`src/rtl/rr_arb4_funnel_pkg.sv`:
```
// arb_pkg: shared types and round-robin pick helper for the 4-source funnel
package arb_pkg;
  localparam int NUM_SRC = 4;
  typedef logic [1:0] src_idx_t;
  typedef enum logic {ST_IDLE, ST_LOCKED} arb_state_t;
  function automatic logic [NUM_SRC-1:0] rr_pick(input logic [NUM_SRC-1:0] req, input src_idx_t ptr);
    logic [NUM_SRC-1:0] g;
    src_idx_t idx;
    g = '0;
    for (int k = 1; k <= NUM_SRC; k++) begin
      idx = ptr + src_idx_t'(k);
      if (req[idx] && g == '0) g[idx] = 1'b1;
    end
    return g;
  endfunction
endpackage

```
`src/rtl/rr_arb4_funnel_mux4.sv`:
```
// Mux4: selects one WIDTH-bit lane of a packed 4-lane bus
module Mux4 #(
  parameter int WIDTH = 8
) (
  input  logic [4*WIDTH-1:0] i_data,
  input  logic [1:0]         i_sel,
  output logic [WIDTH-1:0]   o_data
);
  assign o_data = i_data[i_sel*WIDTH +: WIDTH];
endmodule

```
`src/rtl/rr_arb4_funnel.sv`:
```
// rr_arb4_funnel: round-robin 4:1 valid/ready arbiter with burst lock and a 1-entry output slot
module rr_arb4_funnel
  import arb_pkg::*;
#(
  parameter int WIDTH = 8
) (
  input  logic               clk,
  input  logic               rst_n,
  input  logic [3:0]         i_in_valid,
  input  logic [3:0]         i_in_last,
  input  logic [4*WIDTH-1:0] i_in_data,
  output logic [3:0]         o_in_ready,
  output logic               o_out_valid,
  input  logic               i_out_ready,
  output logic [WIDTH-1:0]   o_out_data,
  output logic               o_out_last,
  output logic [1:0]         o_out_src
);
  arb_state_t       r_state;
  src_idx_t         r_owner, r_ptr, w_sel;
  logic             r_out_valid, r_out_last;
  logic [WIDTH-1:0] r_out_data, w_data;
  src_idx_t         r_out_src;
  logic [3:0]       w_grant;
  logic             w_load, w_accept, w_last;

  Mux4 #(.WIDTH(WIDTH)) u_mux (.i_data(i_in_data), .i_sel(w_sel), .o_data(w_data));

  // grant: locked owner only, otherwise round-robin after ptr; sel falls back to ptr when idle
  always_comb begin
    w_load     = !r_out_valid | i_out_ready;
    w_grant    = (r_state == ST_LOCKED) ? (i_in_valid & (4'b0001 << r_owner)) : rr_pick(i_in_valid, r_ptr);
    w_sel      = w_grant[0] ? 2'd0 : w_grant[1] ? 2'd1 : w_grant[2] ? 2'd2 : w_grant[3] ? 2'd3 : r_ptr;
    o_in_ready = w_load ? w_grant : 4'b0000;
    w_accept   = |o_in_ready;
    w_last     = i_in_last[w_sel];
  end

  // lock FSM, rr pointer and output slot advance together on each accepted beat
  always_ff @(posedge clk or negedge rst_n) begin
    if (!rst_n) begin
      r_state     <= ST_IDLE;
      r_owner     <= 2'd0;
      r_ptr       <= 2'd3;
      r_out_valid <= 1'b0;
      r_out_data  <= '0;
      r_out_last  <= 1'b0;
      r_out_src   <= 2'd0;
    end else if (w_accept) begin
      r_out_valid <= 1'b1;
      r_out_data  <= w_data;
      r_out_last  <= w_last;
      r_out_src   <= w_sel;
      r_state     <= w_last ? ST_IDLE : ST_LOCKED;
      r_owner     <= w_sel;
      if (w_last) r_ptr <= w_sel;
    end else if (w_load) begin
      r_out_valid <= 1'b0;
    end
  end

  assign o_out_valid = r_out_valid;
  assign o_out_data  = r_out_data;
  assign o_out_last  = r_out_last;
  assign o_out_src   = r_out_src;
endmodule

```
`config.mk`:
```
export PLATFORM = sky130hd
export DESIGN_NAME = rr_arb4_funnel
export DESIGN_NICKNAME = d
export VERILOG_FILES = /design/src/rtl/rr_arb4_funnel_pkg.sv /design/src/rtl/rr_arb4_funnel_mux4.sv /design/src/rtl/rr_arb4_funnel.sv
export SDC_FILE = /design/constraint.sdc
export NUM_CORES = 1
export LEC_CHECK = 0
export ABC_CLOCK_PERIOD_IN_PS = 4450
export BUFFER_PORTS_ARGS = -buffer_cell sky130_fd_sc_hd__buf_4
export CORE_MARGIN = 2
export CORE_UTILIZATION = 50
export CTS_BUF_LIST = sky130_fd_sc_hd__clkbuf_8 sky130_fd_sc_hd__clkbuf_16
export DETAILED_ROUTE_END_ITERATION = 7
export PLACE_DENSITY_LB_ADDON = 0.05
export SETUP_SLACK_MARGIN = 0.05
export SLEW_MARGIN = 20
export SYNTH_ARGS = -nofsm -noshare
export SYNTH_HDL_FRONTEND = slang
export SYNTH_SLANG_ARGS = --single-unit
```
`constraint.sdc`:
```
create_clock -name clk -period 4.45 [get_ports clk]
set_clock_uncertainty 0.05 [all_clocks]
set_input_delay 0.2225 -clock clk [delete_from_list [all_inputs] [get_ports clk]]
set_output_delay 0.2225 -clock clk [all_outputs]
set_load 0.01 [all_outputs]
```
==> results.txt <==
----------------------------------------------------
[Pwr]
  Maximum resistive drop on vdd ... 471 uV
  Power density relative to cell area ... 879 nW/um^2
  Static leakage ... 0.00103 uW

[Place]
  HPWL Detailed ... 3600 um
  Number of placed instances, taps included ... 261
  Weighted congestion reported at the end of routability-driven placement ... 0.916
  Count of input and output buffers ... 58

[GRT]
  GR Overflow Total ... 0
  Via count of the first global-routing pass ... 1510
  Global-route wire length before repair ... 6980 um
  Global-route total usage across every layer ... 25.0%
  Number of antenna violations at the first check in global routing ... 0
  Maximum number of pins on one net before global-route repair ... 16

[Drt]
  1st-iter DRT viols ... 50
  Drt first pass iters ... 4
  Sum of routed wire length over all layers ... 4320 um
  Number of nets with antenna violations after routing ... 0
  DR WL/cell ... 16.2 um
  Vias/cell ... 5.96
  Vias ... 1586
  DRC Markers ... 0

[Clock network]
  CTS clk-pin slew, worst paths ... 60 ps
  Clock Sinks ... 15
  H-tree lvl count ... 1
  CTS tree ... yes
  Latest clock arrival within the worst-skew pair ... 240 ps
  Library cell used as clock root buffer ... clkbuf_8
  Buffer count from post-CTS setup fixing ... 0
  CTS buffer count ... 3
  Maximum count of clock buffers along a single path ... 2
  Post-CTS Hold Fix Bufs ... 1
  Number of instances resized during post-cts repair ... 0

[Die]
  Vert. Die Dim ... 60.4 um
  Die ar. ... 3650 sq um
  Die boundary width ... 60.4 um
  Core Area ... 3050 sq um
  Effective utilization at floorplan ... 52.1%
  Site row count ... 20
  Number of top-level design ports ... 59

[Synth]
  Most instantiated cells after synthesis ... nand2_1, mux2i_1, dfrtp_1, ha_1, nor2_1
  Synthesized instance count ... 164
  Unique masters post-synth ... 56
  Number of nets in the synthesized netlist ... 215
  Flip-flop and latch count after synthesis ... 15
  Number of enable-type register cells in the synthesized netlist ... 0
  Most frequently used cell type in the post-synthesis netlist ... nand2_1
  Leading cell types by total area after synthesis ... dfrtp_1, mux2i_1, ha_1
  Part of the Yosys area used for sequential elements ... 23.7%
  Most area-hungry cell type in the Yosys netlist ... dfrtp_1
  Asr flop ratio synth ... 100%
  Mean instance size in the synthesized netlist ... 9.70 sq um
  Count of yosys warnings during synthesis ... 0
  Mapped cell area ... 1590 sq um
  Area share of the leading cell type in the synthesized netlist ... 20.4%
  Commonest register cell after synthesis ... dfrtp_1

[Status]
  Status ... finished, final reports clean

[Setup path]
  Number of logic stages on the critical path including buffering ... 11
  Critical setup path kind ... reg2reg
  Crit path buffers/inverters ... 1
  Slowest CP cell ... o21bai_1
  CP Launch Type ... register
  Required time of the critical path ... 4500 ps
  CP most frequent cell ... or4_1
  CP max stage delay ... 800 ps
  Critical path data arrival time ... 4130 ps
  Type of element capturing the critical path ... register
  Cell family with the largest share of critical-path delay ... compound AO/OA/AOI/OAI gates
  Sequence of cells on the critical path ... inv_1 > ha_1 > or4_1 > a21bo_1 > o211ai_2 > or2_1 > or4_1 > nand3b_1 > o21bai_1 > mux2i_1 > o221ai_1
  Top fanout value on the critical path ... 11
  Worst-case reg-to-reg path depth ... 11

[STA]
  Final Hold Viols ... 0
  Total Negative Setup Slacks ... 0 ps
  Final cycle utilization of the critical path ... 91.7%
  Final setup vio count ... 0
  Worst slew margin ... 36.7%
  Unrepaired setup endpoints after global routing ... no
  Slew at the pin closest to its max-slew limit ... 947 ps
  Minimum clock period after layout ... 4080 ps
  Count of pins over their slew limit ... 0
  Upper clock frequency limit ... 245 MHz

[Cells and area]
  Final non-filler cell total ... 266
  Area growth from synthesis to layout ... 31.1%
  Layout cell share with drive strength beyond 1 ... 41.4%
  Antenna diode instance count ... 0
  Nets ... 274

[Worst hold path]
  Hold Crit Class ... in2reg
  Cell depth of the worst min-delay path ... 3

[Run]
  Total of max-cap violations ... 0

----------------------------------------------------
## routing by layer
layer / GRT usage, % / part of all wire, % / routed length, um
met1: 31.6 / 39 / 1700
met2: 43.2 / 51 / 2190
met3: 1.49 / 5.4 / 235
met4: 13.0 / 4.3 / 187
met5: 0 / 0 / 0
## sequential cells by signal, summed over array words and instances, names as in the netlist
name / cells
r_ptr: 2
o_out_valid: 1
o_out_last: 1
r_state: 1
o_out_data: 8
r_owner: 2
## placed cells by master, fill, tap and decap left out, types with 3 or more instances in the layout
cell	instances
clkbuf_8	3
nor3_1	3
a21oi_1	6
o221ai_1	7
o211ai_1	3
a21o_1	3
dfrtp_1	13
nor2_1	8
mux2i_1	20
and2_2	3
nand2_1	22
buf_4	60
ha_1	8
inv_1	5
## cell type report
cell class,instances,area (sq um)
inverters,5,18.8
multi-input cells,137,1130
flip-flops and latches,15,378
fillers,242,967
well taps,44,55.1
repair buffers,61,460
clock inverters,1,5.00
clock buffers,3,41.3
## report_power, final
group / internal, uW / switching [uW] / leakage [uW]
Combinational: 648 / 781 / 0.000822
Clock: 61.8 / 45.5 / 0.0000255
Sequential: 220 / 76.6 / 0.000178
## worst register-to-register path, cell delays in order, from the launching register on
cell	delay [ps]
dfstp_2	660
inv_1	190
ha_1	290
or4_1	580
a21bo_1	260
o211ai_2	210
or2_1	170
or4_1	130
nand3b_1	180
o21bai_1	800
mux2i_1	290
o221ai_1	150
## per-stage QoR
step	instance area (sq um)	power, uW	hold WS [ps]	util (%)	setup slack, ps
after floorplan	1590	1390	-123	-	872
after global placement	2030	1690	31.7	66.5	462
after detailed placement	2030	1720	38.9	66.5	357
after CTS	2090	1830	232	68.3	357
after global routing	2090	1970	254	68.3	84.5
final	2090	1830	233	68.3	370
## worst paths after layout
kind | end | from | slack [ps]
worst min register to register | o_out_last | o_out_last | 440
worst min-delay path | o_out_data[6] | i_in_data[22] | 230
min in group asynchronous | o_out_last | rst_n | 320
worst max-delay path | o_out_data[4] | r_ptr[0] | 370
worst max register to register | o_out_data[4] | r_ptr[0] | 370
max in group asynchronous | r_ptr[1] | rst_n | 3790
## kinds of logic after synthesis
group	share of synthesized area (%)
compound gates	28.3
fa+ha+maj	6.29
buf+inv	5.42
flops	23.7
mux	19.4
simple gates	16.8
(Power assumes the default switching activity.)
